==> src/rtl/la_uart_pkg.sv <==
`default_nettype none
// ============================================================================
//  Module      : la_uart_pkg
//  Description : Shared logic-analyser UART definitions (FSM encoding, default command byte)
//  Revision    : 1.0  initial release
// ============================================================================
package la_uart_pkg;

    typedef enum logic [1:0] {
        ST_IDLE   = 2'd0,
        ST_MATCH  = 2'd1,
        ST_SELECT = 2'd2,
        ST_PULSE  = 2'd3
    } la_state_t;

    localparam logic [7:0] c_cmd_byte_default = 8'hFF;

endpackage
`default_nettype wire

==> src/rtl/sync_edge_det.sv <==
`default_nettype none
// ============================================================================
//  Module      : sync_edge_det
//  Description : Multi-flop synchroniser followed by a registered rising-edge strobe
//  Revision    : 1.0  initial release
// ============================================================================
module sync_edge_det #(
    parameter int SYNC_STAGES = 2
) (
    input  logic clk,
    input  logic rst,
    input  logic async_in,
    output logic stb
);

    logic [SYNC_STAGES-1:0] r_sync;
    logic                   r_prev;
    logic                   r_stb;

    // The strobe is registered so it lands SYNC_STAGES+1 clocks after the input rise.
    always_ff @(posedge clk) begin
        if (rst) begin
            r_sync <= '0;
            r_prev <= 1'b0;
            r_stb  <= 1'b0;
        end else begin
            r_sync <= {r_sync[SYNC_STAGES-2:0], async_in};
            r_prev <= r_sync[SYNC_STAGES-1];
            r_stb  <= r_sync[SYNC_STAGES-1] & ~r_prev;
        end
    end

    assign stb = r_stb;

endmodule
`default_nettype wire

==> src/rtl/uart_cmd_reset_gen.sv <==
`default_nettype none
// ============================================================================
//  Module      : uart_cmd_reset_gen
//  Description : Decodes a CMD_BYTE prefix plus channel mask from the UART byte
//                stream and drives PULSE_CYCLES-wide resets on the selected channels
//  Revision    : 1.0  initial release
// ============================================================================
module uart_cmd_reset_gen
    import la_uart_pkg::*;
#(
    parameter logic [7:0] CMD_BYTE       = c_cmd_byte_default,
    parameter int         SEQ_LEN        = 3,
    parameter int         NUM_CH         = 4,
    parameter int         PULSE_CYCLES   = 16,
    parameter int         TIMEOUT_CYCLES = 50000,
    parameter int         SYNC_STAGES    = 2
) (
    input  logic              clk,
    input  logic              rst,
    input  logic              rx_data_fresh,
    input  logic [7:0]        rx_data,
    output logic [NUM_CH-1:0] rst_out,
    output logic              busy,
    output logic              cmd_err
);

    localparam int c_cnt_w  = $clog2(SEQ_LEN + 1);
    localparam int c_pcnt_w = $clog2(PULSE_CYCLES + 1);
    localparam int c_tcnt_w = $clog2(TIMEOUT_CYCLES + 1);

    localparam logic [c_cnt_w-1:0]  c_cnt_one   = 1;
    localparam logic [c_cnt_w-1:0]  c_seq_last  = c_cnt_w'(SEQ_LEN - 1);
    localparam logic [c_cnt_w-1:0]  c_seq_full  = c_cnt_w'(SEQ_LEN);
    localparam logic [c_pcnt_w-1:0] c_pcnt_one  = 1;
    localparam logic [c_pcnt_w-1:0] c_pulse_end = c_pcnt_w'(PULSE_CYCLES - 1);
    localparam logic [c_tcnt_w-1:0] c_tcnt_one  = 1;
    localparam logic [c_tcnt_w-1:0] c_timeout   = c_tcnt_w'(TIMEOUT_CYCLES);

    logic                w_byte_stb;
    logic [NUM_CH-1:0]   w_mask_in;
    logic [c_tcnt_w-1:0] w_tcnt_inc;

    la_state_t           r_state,   w_state_nxt;
    logic [c_cnt_w-1:0]  r_cnt,     w_cnt_nxt;
    logic [c_tcnt_w-1:0] r_tcnt,    w_tcnt_nxt;
    logic [c_pcnt_w-1:0] r_pcnt,    w_pcnt_nxt;
    logic [NUM_CH-1:0]   r_mask,    w_mask_nxt;
    logic                r_cmd_err, w_cmd_err_nxt;
    logic [NUM_CH-1:0]   r_rst_out;

    sync_edge_det #(
        .SYNC_STAGES (SYNC_STAGES)
    ) u_sync (
        .clk      (clk),
        .rst      (rst),
        .async_in (rx_data_fresh),
        .stb      (w_byte_stb)
    );

    assign w_mask_in  = rx_data[NUM_CH-1:0];
    assign w_tcnt_inc = r_tcnt + c_tcnt_one;

    always_comb begin
        w_state_nxt   = r_state;
        w_cnt_nxt     = r_cnt;
        w_tcnt_nxt    = r_tcnt;
        w_pcnt_nxt    = r_pcnt;
        w_mask_nxt    = r_mask;
        w_cmd_err_nxt = 1'b0;

        case (r_state)
            ST_IDLE: begin
                w_tcnt_nxt = '0;
                if (w_byte_stb && (rx_data == CMD_BYTE)) begin
                    w_cnt_nxt   = c_cnt_one;
                    w_state_nxt = (SEQ_LEN == 1) ? ST_SELECT : ST_MATCH;
                end
            end
            ST_MATCH: begin
                if (w_byte_stb) begin
                    w_tcnt_nxt = '0;
                    if (rx_data == CMD_BYTE) begin
                        if (r_cnt == c_seq_last) begin
                            w_cnt_nxt   = c_seq_full;
                            w_state_nxt = ST_SELECT;
                        end else begin
                            w_cnt_nxt = r_cnt + c_cnt_one;
                        end
                    end else begin
                        w_cnt_nxt   = '0;
                        w_state_nxt = ST_IDLE;
                    end
                end else if (w_tcnt_inc == c_timeout) begin
                    w_cnt_nxt     = '0;
                    w_tcnt_nxt    = '0;
                    w_cmd_err_nxt = 1'b1;
                    w_state_nxt   = ST_IDLE;
                end else begin
                    w_tcnt_nxt = w_tcnt_inc;
                end
            end
            ST_SELECT: begin
                // Any byte here is the mask, even one equal to CMD_BYTE.
                if (w_byte_stb) begin
                    w_tcnt_nxt = '0;
                    w_cnt_nxt  = '0;
                    if (w_mask_in != '0) begin
                        w_mask_nxt  = w_mask_in;
                        w_pcnt_nxt  = '0;
                        w_state_nxt = ST_PULSE;
                    end else begin
                        w_cmd_err_nxt = 1'b1;
                        w_state_nxt   = ST_IDLE;
                    end
                end else if (w_tcnt_inc == c_timeout) begin
                    w_cnt_nxt     = '0;
                    w_tcnt_nxt    = '0;
                    w_cmd_err_nxt = 1'b1;
                    w_state_nxt   = ST_IDLE;
                end else begin
                    w_tcnt_nxt = w_tcnt_inc;
                end
            end
            ST_PULSE: begin
                w_tcnt_nxt = '0;
                if (r_pcnt == c_pulse_end) begin
                    w_pcnt_nxt  = '0;
                    w_state_nxt = ST_IDLE;
                end else begin
                    w_pcnt_nxt = r_pcnt + c_pcnt_one;
                end
            end
            default: begin
                w_state_nxt = ST_IDLE;
            end
        endcase
    end

    // rst_out is a flop so the reset lines never glitch.
    always_ff @(posedge clk) begin
        if (rst) begin
            r_state   <= ST_IDLE;
            r_cnt     <= '0;
            r_tcnt    <= '0;
            r_pcnt    <= '0;
            r_mask    <= '0;
            r_cmd_err <= 1'b0;
            r_rst_out <= '0;
        end else begin
            r_state   <= w_state_nxt;
            r_cnt     <= w_cnt_nxt;
            r_tcnt    <= w_tcnt_nxt;
            r_pcnt    <= w_pcnt_nxt;
            r_mask    <= w_mask_nxt;
            r_cmd_err <= w_cmd_err_nxt;
            r_rst_out <= (w_state_nxt == ST_PULSE) ? w_mask_nxt : '0;
        end
    end

    assign rst_out = r_rst_out;
    assign busy    = (r_state != ST_IDLE);
    assign cmd_err = r_cmd_err;

endmodule
`default_nettype wire

==> config.mk <==
export PLATFORM = sky130hd
export DESIGN_NAME = uart_cmd_reset_gen
export DESIGN_NICKNAME = d
export VERILOG_FILES = /design/src/rtl/la_uart_pkg.sv /design/src/rtl/sync_edge_det.sv /design/src/rtl/uart_cmd_reset_gen.sv
export SDC_FILE = /design/constraint.sdc
export NUM_CORES = 1
export LEC_CHECK = 0
export ABC_AREA = 1
export BUFFER_PORTS_ARGS = -buffer_cell sky130_fd_sc_hd__buf_2
export CAP_MARGIN = 5
export CORE_MARGIN = 4
export CORE_UTILIZATION = 35
export DETAILED_ROUTE_END_ITERATION = 12
export GPL_ROUTABILITY_DRIVEN = 0
export GPL_TIMING_DRIVEN = 0
export MAX_ROUTING_LAYER = met4
export SETUP_SLACK_MARGIN = 0.5
export SLEW_MARGIN = 20
export SYNTH_ARGS = -nofsm -noshare
export SYNTH_HDL_FRONTEND = slang
export SYNTH_HIERARCHICAL = 1
export SYNTH_SLANG_ARGS = --single-unit
==> constraint.sdc <==
create_clock -name clk -period 2 [get_ports clk]
set_clock_uncertainty 0.15 [all_clocks]
set_input_delay 0.3 -clock clk [delete_from_list [all_inputs] [get_ports clk]]
set_output_delay 0.3 -clock clk [all_outputs]
set_load 0.02 [all_outputs]
=== Yosys cells after proc, flatten, opt, wreduce, memory -nomap -nowiden ===
Index checks and enable logic that the tools add are counted.

* Output and inout bits: 6
* Word-level logic and storage cells: 69
* Register bits: 38

* Bitwise logic cells: 3
* Reduce and logical (&&, ||, !) cells: 11
* Equal/unequal tests: 11
* Add/subtract/negate cells: 3
* Multiplexer cells: 31

{| class="wikitable"
|+ Operators by type and width
! kind !! count
|-
| two-way mux 16 bit || 2
|-
| case mux 16 bit (2 select lines) || 1
|-
| two-way mux 2 bit || 14
|-
| adder 16 x 1 -> 16 bit (second input constant) || 1
|-
| equality test 16 bit (second input constant) || 1
|-
| two-way mux 5 bit || 3
|-
| two-way mux 4 bit || 3
|-
| case mux 5 bit (2 select lines) || 1
|-
| equality test 2 bit (second input constant) || 4
|-
| equality test 8 bit (second input constant) || 1
|-
| case mux 2 bit (4 select lines) || 1
|-
| case mux 2 bit (3 select lines) || 1
|-
| OR reduction 2 bit || 3
|-
| adder 5 x 1 -> 5 bit (second input constant) || 1
|-
| equality test 5 x 4 -> 1 bit (second input constant) || 1
|-
| two-way mux 1 bit || 4
|-
| != test 2 bit (second input constant) || 2
|-
| nonzero test 2 bit || 2
|-
| nonzero test 4 bit || 1
|-
| AND reduction 3 bit || 1
|-
| nonzero test 3 bit || 1
|-
| adder 2 x 1 -> 2 bit (second input constant) || 1
|-
| equality test 2 x 1 -> 1 bit (second input constant) || 1
|-
| logical NOT 2 bit || 1
|-
| 6 further kinds || 7
|}

=== Depth between registers and ports, before layout ===
Gate-level depths: netlist of the first run.

* Word-level depth: 8
* Depth in mapped cells: 16
* Mapped depth without buffers: 16

=== Modules after synthesis ===
Netlist of the first run, hierarchy kept.

{| class="wikitable"
|+ Modules (own cells, without submodules)
! module !! area each (um2) !! times used !! seq. area each (um2) !! cells an instance
|-
| uart_cmd_reset_gen || 1826.8 || 1 || 680.7 || 265
|-
| sync_edge_det || 115.1 || 1 || 80.1 || 12
|}

=== Least setup slack after synthesis of the first run ===
No wires, ideal clock.

* Kind: reg2reg
* Start: register r_tcnt[0]
* End: register r_rst_out[0], in the netlist rst_out[0]
* Arrival time: 1.677 ns
* Cell stages (with the launch flop): 15
* Slack: 0.052 ns
* Setup time: 0.121 ns
* Required time: 1.729 ns
* Cells stage by stage: dfxtp_1 -> ha_1 -> nand2_1 -> nor2_1 -> nand3_1 -> nand2_1 -> nand2_1 -> nor3_2 -> nand3_2 -> nand2_1 -> nand2_1 -> nand2_1 -> nand2_1 -> nand2_2 -> nor2_1

* Longest elaborated chain between the ends: 8

{| class="wikitable"
|+ RTL lines
! item !! line !! text
|-
| start, declared || uart_cmd_reset_gen.sv:45 || <nowiki>logic [c_tcnt_w-1:0] r_tcnt, w_tcnt_nxt;</nowiki>
|-
| start signal, assigned || uart_cmd_reset_gen.sv:152 || <nowiki>r_tcnt <= w_tcnt_nxt;</nowiki>
|-
| adder 16 x 1 -> 16 bit * || uart_cmd_reset_gen.sv:61 || <nowiki>assign w_tcnt_inc = r_tcnt + c_tcnt_one;</nowiki>
|-
| equality test 16 bit * || uart_cmd_reset_gen.sv:93, uart_cmd_reset_gen.sv:115 ||
|-
| two-way mux 2 bit * || uart_cmd_reset_gen.sv:93, uart_cmd_reset_gen.sv:115 ||
|-
| two-way mux 2 bit (on tied branches) || uart_cmd_reset_gen.sv:104, uart_cmd_reset_gen.sv:80 ||
|-
| case mux 2 bit (4 select lines) * || uart_cmd_reset_gen.sv:71 || <nowiki>case (r_state)</nowiki>
|-
| equality test 2 bit * || uart_cmd_reset_gen.sv:156 || <nowiki>r_rst_out <= (w_state_nxt == ST_PULSE) ? w_mask_nxt : '0;</nowiki>
|-
| NOT 1 bit (no line) * || -- ||
|-
| OR reduction 2 bit (no line) * || -- ||
|-
| end signal, assigned || uart_cmd_reset_gen.sv:156 ||
|-
| end, declared || uart_cmd_reset_gen.sv:49 || <nowiki>logic [NUM_CH-1:0] r_rst_out;</nowiki>
|}

Every way passes the cells marked *; elsewhere a longest branch is shown, timed or not.
A chain may end at the register's enable or synchronous reset.

=== Final worst setup path of the first run ===
* Start: register r_tcnt[0]
* End: register r_rst_out[2], in the netlist rst_out[2]

The elaborated chain is that of the path after synthesis.

==> flow_summary.ini, run 1 <==
[outcome]
status = finished, violations left
violations = setup timing

[cells_and_area]
areaGrowthSynthToFinish_pct = 34.7
n_antenna_cell = 0
nNetsFinal = 341
drive_gt1_share_pct = 32.0
seq_area_um2 = 783
multiInputGateArea_um2 = 1190
nFillCells = 506
fin_cells = 392
fin_area_um2 = 2620

[grt]
grt_pass1_wl_mm = 7.00
gr-total-overflow = 0
track_usage_pct = 13.8
grt_max_degree = 12
grt_pass1_vias = 1618
antenna_found_initial = 0

[worst_setup_path]
timing.rr.start = r_tcnt[0]
critical_path_arrival_ns = 2.18
timing.rr.end = rst_out[2]
cp.required_ns = 2.03
worst_setup_path_end_kind = flip-flop
ff2ff_setup_slack_ns = -0.16
path_class = flip-flop to flip-flop
reg2reg_depth = 14
cp_max_fo = 5
startpoint_type = flip-flop

[placed_design]
placed_cell_area_um2 = 2170
place_hpwl_mm = 2.95
dp.cells = 363
pre_cts_ws_ns = -0.0929
numPortBuffers = 16

[sta]
fin_crit_ns = 2.16
fin_setup_tns_ns = -1.56
tightest_slew_ns = 0.632
finalSetupViolations = 21
finalHoldViolations = 0
slew_viol_final = 0
relSlewSlack_pct = 57.5
hold_ws_ns = 0.0600
setup_slack_ns = -0.155
fmax_ghz = 0.464
rsz0062_at_grt = true
min_period_over_period_pct = 108

[floorplan]
die_w_um = 82.5
start_util_pct = 37.1
row_count = 26
die_h_um = 82.5
coreArea_um2 = 5240
io_pins = 17
dieArea_um2 = 6800

[worst_hold_path]
hold_depth = 2
hold_end = u_sync/r_sync[1]
min_path_type = primary input to flip-flop
worstHoldStart = rst

[clocking]
clk_path_buf_depth = 2
htreeDepth = 2
cts_root_buf = clkbuf_8
cts.hold.buffers_added = 0
clkLatencyLatePin_ns = 0.29
cts_tree = done
cts.sink_count = 38
numCtsBuffers = 5
path_clk_slew_ns = 0.07

[synthesis]
synthCells = 277
ys_ff_latch = 38
ys_top_cells_by_area = dfxtp_1 39%, nand2_1 11%, nor2_1 8.7%
ys_types = 29
avgSynthCellArea_um2 = 7.01
seq_area_frac_synth_pct = 39.2
synth_area_leader_cell = dfxtp_1
synth_fp_nets = 297
netlist_area_um2 = 1940
synth_top_area_share_pct = 39.2
yosys_warnings = 6

[route]
drt_iter0_drc = 99
met3WireLength_um = 158
first_pass_iters = 5
ant_nets = 0
route.layer.met1.wl_mm = 2.11
met2_length_mm = 2.13
top_layer_used = met4
vias = 1855
drc = 0
wl_per_cell_um = 11.3
viasPerCell = 4.73
routed_wl_mm = 4.44

[power]
total_leakage_power_nw = 1.06
power_density_nw_per_um2 = 516
peakVddDrop_uv = 397

[run]
drv_cap = 0
final cells by class:
type	instances	share of cell area, %
Tap cell	70	3.35
Sequential cell	38	29.9
Multi-Input combinational cell	197	45.5
Clock buffer	7	3.30
Clock inverter	1	0.191
Timing Repair Buffer	37	11.0
Inverter	39	5.79
Buffer	3	0.909
cell usage in the layout (no fill, tap or decap), types with 3 or more instances in the layout:
cell type	n
a22oi_2	3
a21oi_2	5
nand3_1	15
xor2_1	3
dfxtp_2	6
nor3_1	3
nor2_1	41
nor2_2	6
o21ai_1	3
dfxtp_4	4
inv_2	4
nand4_1	7
nand2_1	52
a21oi_1	12
nor2_4	3
nand3_2	3
buf_2	16
buf_4	15
dfxtp_1	28
ha_1	6
buf_6	5
clkbuf_8	6
inv_1	33
o21ai_0	8
nand2_2	6
per-layer routing:
metal / vias to the layer above / global-route usage (%)
met4: 0 / 3.99
met1: 837 / 17.2
met3: 6 / 3.90
li1: 981 / -
met2: 31 / 21.6
met5: - / -
flip-flops by register name, indices dropped and copies added (netlist names):
| signal | flops |
|---|---|
| r_tcnt | 16 |
| r_pcnt | 5 |
| r_mask | 4 |
| rst_out | 4 |
| r_cnt | 2 |
| r_state | 2 |
| u_sync/r_sync | 2 |
| cmd_err | 1 |
| u_sync/r_prev | 1 |
| u_sync/stb | 1 |
worst max-delay path: stages, from the launching register on:
cell and delay [ns]:
dfxtp_4 0.37, ha_4 0.16, nand3_4 0.09, nor2_4 0.17
nand4_1 0.14, nand2_1 0.12, nand2_2 0.08, nor3_4 0.21
nand3_2 0.14, nand2_2 0.09, nand2_1 0.04, nand2_1 0.07
nand2_1 0.07, nand2_2 0.10, nor2_1 0.06
report_power, final:
part	internal, mW	switching, mW
combinational	0.0174	0.0258
sequential	0.755	0.00244
clock	0.278	0.272
metrics by stage:
step                      util, %  total power [mW]
after floorplan                 -             0.797
after global placement       41.4             0.816
after detailed placement     41.4             0.817
after CTS                    44.0              1.36
after global routing         50.0              1.41
final                        50.0              1.35
how the worst max path moves through the flow:
stage | startpoint | slack (ns) | endpoint
3_5_place_dp | r_tcnt[1] | -0.09 | rst_out[2]
6_report | r_tcnt[0] | -0.16 | rst_out[2]
2_1_floorplan | r_tcnt[1] | 0.18 | rst_out[0]
5_1_grt | r_tcnt[0] | -0.31 | rst_out[1]
3_3_place_gp | r_tcnt[1] | -0.07 | r_tcnt[6]
4_1_cts | r_tcnt[1] | -0.07 | rst_out[2]
repair_timing:
item                       4_1_cts  5_1_grt
pin swaps                        5       18
setup buffers                    3       17
setup endpoints to repair       31       35
gates cloned                     0        1
gates resized for setup          8       42
cells by family after synthesis:
kind of cell / count (synthesis) / share of synthesized area, %
flip-flops: 38 / 39.2
XOR/XNOR: 3 / 1.35
AND/OR/NAND/NOR: 146 / 34.0
AO/OA/AOI/OAI: 39 / 11.1
buffers and inverters: 42 / 8.57
adder cells (fa/ha/maj): 9 / 5.80
synth_stat cells:
cell	count
nor4_1	2
a211oi_1	1
a22oi_1	5
clkbuf_1	1
o21bai_1	1
o21ai_1	2
ha_1	9
a21o_1	1
nor2_4	2
nor2_2	3
dfxtp_1	38
inv_1	37
nand4_1	7
inv_2	2
nor2_1	45
or2_2	1
a21oi_1	18
nand3b_1	1
buf_2	1
nor3_1	3
and3_1	1
nand3_1	16
nand2_1	57
o21ai_0	11
nand2_2	4
nand3_2	3
buf_6	1
xor2_1	3
nor3_2	1
Note: power is estimated with default switching activity, not from simulation.
==> inputs of run 2 (changes only) <==
RECOVER_POWER = 25   (was default)
==> run 2 against run 1 <==
Compared with the run above:
- the flow still finishes with violations (setup timing)
- combinational power down 1%
- largest power group unchanged
- via count unchanged
- non-clock buffer count did not move
- first-iteration DRC count stayed put
- sequential share of layout area up 0.057 points
- count of clock-buffer cells in the layout unchanged
- core utilization down 0.096 points
- critical path type unchanged
- critical endpoint unchanged
- sequential power is essentially flat
==> flow_summary.ini, run 2 (synthesis results as in run 1) <==
[route]
routed_wl_mm = 4.45
first_pass_iters = 5
ant_nets = 0
wl_per_cell_um = 11.3
drc = 0
viasPerCell = 4.73
drt_iter0_drc = 99
vias = 1855

[cells_and_area]
areaGrowthSynthToFinish_pct = 34.5
layout_commonest_cell = nand2_1
n_antenna_cell = 0
fin_cells = 392
largest_register_ffs = 16
final_util_pct = 49.9
layout_common_cells = 53 x nand2_1, 41 x nor2_1, 33 x inv_1
fin_area_um2 = 2610
drive_gt1_share_pct = 31.1
nNetsFinal = 341
top_regs = r_tcnt: 16 flops, r_pcnt: 5 flops
largest-register = r_tcnt

[worst_setup_path]
critPathBufInv = 0
cp_top_family = simple AND/OR/NAND/NOR gates
critical-path-slowest-cell = dfxtp_4
timing.rr.start = r_tcnt[0]
timing.rr.end = rst_out[2]
worst_setup_path_end_kind = flip-flop
path_class = flip-flop to flip-flop
startpoint_type = flip-flop
cp_max_fo = 5
path_cells = ha_4, nand3_4, nor2_4, nand4_1, nand2_1, nand2_2, nor3_4, nand3_2, nand2_2, nand2_1, nand2_1, nand2_1, nand2_2, nor2_1
critical_path_arrival_ns = 2.18
ff2ff_setup_slack_ns = -0.15
cp.required_ns = 2.03
reg2reg_depth = 14
cpMostUsedCell = nand2_1
critical_path.max_stage_delay_ns = 0.37

[grt]
gr-total-overflow = 0
grt_pass1_wl_mm = 7.00
grt_max_degree = 12
track_usage_pct = 13.8
grt_pass1_vias = 1618
antenna_found_initial = 0

[worst_hold_path]
hold_end = u_sync/r_sync[0]
min_path_type = primary input to flip-flop
worstHoldStart = rx_data_fresh
hold_depth = 3

[power]
total_leakage_power_nw = 1.05
power_frac_comb_pct = 3.2
pwr-share-seq_pct = 56.1
power_mw = 1.35
power_density_nw_per_um2 = 517
power_switching_uw = 300
clkPwrFrac_pct = 40.8
p_int_mw = 1.05
peakVddDrop_uv = 397
switching_share_pct = 22.2

[clocking]
htreeDepth = 2
numCtsBuffers = 5
clk_path_buf_depth = 2
cts.hold.buffers_added = 0
cts.sink_count = 38
cts_root_buf = clkbuf_8
path_clk_slew_ns = 0.07
cts_tree = done
clkLatencyLatePin_ns = 0.29

[sta]
fin_setup_tns_ns = -1.55
relSlewSlack_pct = 57.5
setup_slack_ns = -0.155
finalHoldViolations = 0
slew_viol_final = 0
finalSetupViolations = 21
rsz0062_at_grt = true
fin_crit_ns = 2.15
hold_ws_ns = 0.0656
tightest_slew_ns = 0.632
min_period_over_period_pct = 108
fmax_ghz = 0.464

[placed_design]
place_hpwl_mm = 2.95
placed_cell_area_um2 = 2170
numPortBuffers = 16
dp.cells = 363
pre_cts_ws_ns = -0.0929

[run]
drv_cap = 0

[outcome]
violations = setup timing
status = finished, violations left

[floorplan]
start_util_pct = 37.1
dieArea_um2 = 6800
io_pins = 17
row_count = 26
die_h_um = 82.5
coreArea_um2 = 5240
die_w_um = 82.5
[run 2: cell types whose count changed in the layout (fill, tap and decap cells not counted), sizes merged]
cell / previous run / this run
clkbuf: 9 / 11
buf: 38 / 36
[run 2: layout make-up]
type                       instances  area (um2)
buffer                             3        23.8
clock inverter                     1        5.00
clock buffer                       7        86.3
timing repair buffer              37         287
tap                               70        87.6
inverter                          39         151
multi-input combinational        197        1190
sequential                        38         783
fill                             508        2630
[run 2: metal layers]
| metal | up-vias | GRT usage (%) | part of all wire, % |
|---|---|---|---|
| li1 | 981 | - | - |
| met1 | 837 | 17.2 | 48 |
| met2 | 31 | 21.6 | 48 |
| met3 | 6 | 3.90 | 3.6 |
| met4 | 0 | 3.99 | 0.94 |
| met5 | - | - | 0 |
[run 2: worst max path at each step]
stage | from | to | slack, ns | cells after the start
after detailed placement | r_tcnt[1] | rst_out[2] | -0.09 | 14
final | r_tcnt[0] | rst_out[2] | -0.15 | 14
after CTS | r_tcnt[1] | rst_out[2] | -0.07 | 14
after floorplan | r_tcnt[1] | rst_out[0] | 0.18 | 14
after global routing | r_tcnt[0] | rst_out[1] | -0.31 | 15
after global placement | r_tcnt[1] | r_tcnt[6] | -0.07 | 13
[run 2: worst register-to-register path: stages (launching register included)]
cell and delay, ns:
dfxtp_4 0.37, ha_4 0.16, nand3_4 0.09, nor2_4 0.17
nand4_1 0.14, nand2_1 0.12, nand2_2 0.08, nor3_4 0.21
nand3_2 0.14, nand2_2 0.09, nand2_1 0.04, nand2_1 0.07
nand2_1 0.07, nand2_2 0.10, nor2_1 0.06
[run 2: power by group through the flow]
stage,Combinational (mW),Clock [mW],Sequential [mW]
6_report,0.0426,0.550,0.757
5_1_grt,0.0481,0.604,0.757
4_1_cts,0.0383,0.568,0.758
3_5_place_dp,0.0377,0,0.779
3_3_place_gp,0.0374,0,0.779
2_1_floorplan,0.0190,0,0.778
[run 2: repair_timing]
action                     CTS  global route
gates resized for setup      8            42
buffers inserted             3            17
setup endpoints to repair   31            35
pin swaps                    5            18
cloned                       0             1
==> inputs of run 3 (changes only) <==
ABC_AREA = default   (was 1)
==> run 3 against run 2 <==
Compared with the run above:
- the flow still finishes with violations (setup timing)
- count of clock-buffer cells in the layout stayed put
- non-clock buffer count grew 14
- core utilization is 0.61 points higher
- worst hold slack better by 0.0027 ns
- sequential share of layout area shrank 3.8 points
- final area increased by 15%
- worst setup slack got worse by 0.31 ns
- power fell by 0.85%
- clock power hardly changed
- critical path type unchanged
- largest power group unchanged
==> flow_summary.ini, run 3 <==
[clocking]
numCtsBuffers = 5
clkLatencyLatePin_ns = 0.29
cts_tree = done
cts.hold.buffers_added = 0
path_clk_slew_ns = 0.08
htreeDepth = 2
clk_path_buf_depth = 2
cts.sink_count = 38
cts_root_buf = clkbuf_8

[synthesis]
ys_ff_latch = 38
seq_area_frac_synth_pct = 35.1
netlist_area_um2 = 2170
synth_edf_count = 0
synth_most_common_cell = dfxtp_1
synth_area_leader_cell = dfxtp_1
synth_fp_nets = 279
ys_types = 58
yosys_warnings = 6
avgSynthCellArea_um2 = 8.37
async_reset_ff_share_pct = 0
synth_top_area_share_pct = 35.1
synthTopCellsByCount = 38 x dfxtp_1, 33 x nor2_1, 20 x nand2_1, 14 x nand3_1, 12 x inv_1
synthCells = 259
synth_top_flop_cell = dfxtp_1
ys_top_cells_by_area = dfxtp_1 35%, nor2_1 5.7%, ha_1 5.2%

[worst_setup_path]
startpoint_type = flip-flop
critical_path_arrival_ns = 2.50
cpMostUsedCell = buf_6
path_cells = buf_6, nand4_1, or4_4, mux2_4, nor4_4, buf_6, a31o_4, clkbuf_16, nor2_2
cp_top_family = simple AND/OR/NAND/NOR gates
worst_setup_path_end_kind = flip-flop
critPathBufInv = 3
crit_start = r_tcnt[8]
timing.rr.start = r_tcnt[8]
cp_max_fo = 6
critical-path-slowest-cell = or4_4
critical_path.max_stage_delay_ns = 0.56
path_class = flip-flop to flip-flop
cp.required_ns = 2.03

[power]
switching_share_pct = 22.0
peakVddDrop_uv = 269
total_leakage_power_nw = 1.04
clkPwrFrac_pct = 41.3
power_frac_comb_pct = 2.4
power_switching_uw = 295
pwr-share-seq_pct = 56.3
power_density_nw_per_um2 = 445
p_int_mw = 1.04
power_mw = 1.34

[placed_design]
dp.cells = 350
placed_cell_area_um2 = 2430
place_hpwl_mm = 3.56
pre_cts_ws_ns = -0.610
numPortBuffers = 16

[cells_and_area]
largest_register_ffs = 16
top_regs = r_tcnt: 16 flops, r_pcnt: 5 flops
fin_cells = 387
largest-register = r_tcnt
final_util_pct = 50.5
nFillCells = 558
layout_commonest_cell = nor2_1
drive_gt1_share_pct = 36.9
n_antenna_cell = 0
layout_common_cells = 26 x nor2_1, 25 x dfxtp_1, 20 x buf_4
nNetsFinal = 331
fin_area_um2 = 3010
areaGrowthSynthToFinish_pct = 38.6

[outcome]
violations = setup timing
status = finished, violations left

[floorplan]
row_count = 28
die_h_um = 86.7
coreArea_um2 = 5960
io_pins = 17
dieArea_um2 = 7520
start_util_pct = 36.4
die_w_um = 86.7

[grt]
track_usage_pct = 16.0
grt_pass1_wl_mm = 9.36
grt_max_degree = 12
antenna_found_initial = 0
grt_pass1_vias = 2032
gr-total-overflow = 0

[route]
ant_nets = 0
first_pass_iters = 4
wl_per_cell_um = 14.3
drc = 0
routed_wl_mm = 5.55
viasPerCell = 5.33
drt_iter0_drc = 112
vias = 2063

[run]
drv_cap = 0

[worst_hold_path]
min_path_type = primary input to flip-flop
worstHoldStart = rx_data_fresh

[sta]
fmax_ghz = 0.406
rsz0062_at_grt = true
finalHoldViolations = 0
slew_viol_final = 0
tightest_slew_ns = 0.571
fin_crit_ns = 2.46
min_period_over_period_pct = 123
relSlewSlack_pct = 61.9
finalSetupViolations = 24
setup_slack_ns = -0.465
hold_ws_ns = 0.0683
fin_setup_tns_ns = -9.44
run 3: changes by cell type in the layout (fill, tap and decap cells not counted), moves of 8 or more:
cell / before / now
nand2_1: 53 / 19
inv_1: 33 / 9
nor2_1: 41 / 26
nor2b_1: 0 / 10
buf_6: 5 / 13
xnor2_1: 0 / 8
run 3: worst paths after layout:
check,to,slack (ns),cells after the start
setup / recovery,r_tcnt[9],-0.46,9
hold / removal,u_sync/r_sync[0],0.07,2
setup reg to reg,r_tcnt[9],-0.46,9
hold reg to reg,u_sync/stb,0.25,1
run 3: area by class of cell:
cell class,count,area [um2],area share [%]
plain buffers,10,95.1,3.16
clock buffers,7,86.3,2.87
clock inverters,1,5.00,0.167
inverters,12,55.1,1.83
multi-input cells,200,1550,51.4
flip-flops and latches,38,787,26.2
well taps,75,93.8,3.12
repair buffers,44,338,11.2
run 3: power groups by stage:
stage	clock [mW]	sequential [mW]	combinational [mW]
2_1_floorplan	0	0.776	0.0110
3_3_place_gp	0	0.776	0.0303
3_5_place_dp	0	0.776	0.0308
4_1_cts	0.572	0.755	0.0321
5_1_grt	0.609	0.754	0.0361
6_report	0.553	0.754	0.0319
run 3: routing by layer:
metal	global-route usage, %	share of wire [%]	up-vias
li1	-	-	1049
met1	20.7	47	969
met2	23.8	48	38
met3	4.28	3.8	7
met4	6.23	1.3	0
met5	-	0	-
run 3: repair_timing:
item                                    4_1_cts  5_1_grt
endpoints found under the setup margin       35       35
cloned                                        1        1
pin swaps                                     8       15
resized for setup                            26       50
setup buffers                                13       14
run 3: cells by family after synthesis:
| kind of cell | after synthesis | synth area share [%] |
|---|---|---|
| AND/OR/NAND/NOR | 119 | 29.8 |
| AO/OA/AOI/OAI | 55 | 18.9 |
| flip-flops | 38 | 35.1 |
| buffers and inverters | 22 | 4.27 |
| XOR/XNOR | 14 | 5.66 |
| adder cells (fa/ha/maj) | 9 | 5.19 |
| multiplexers | 2 | 1.15 |
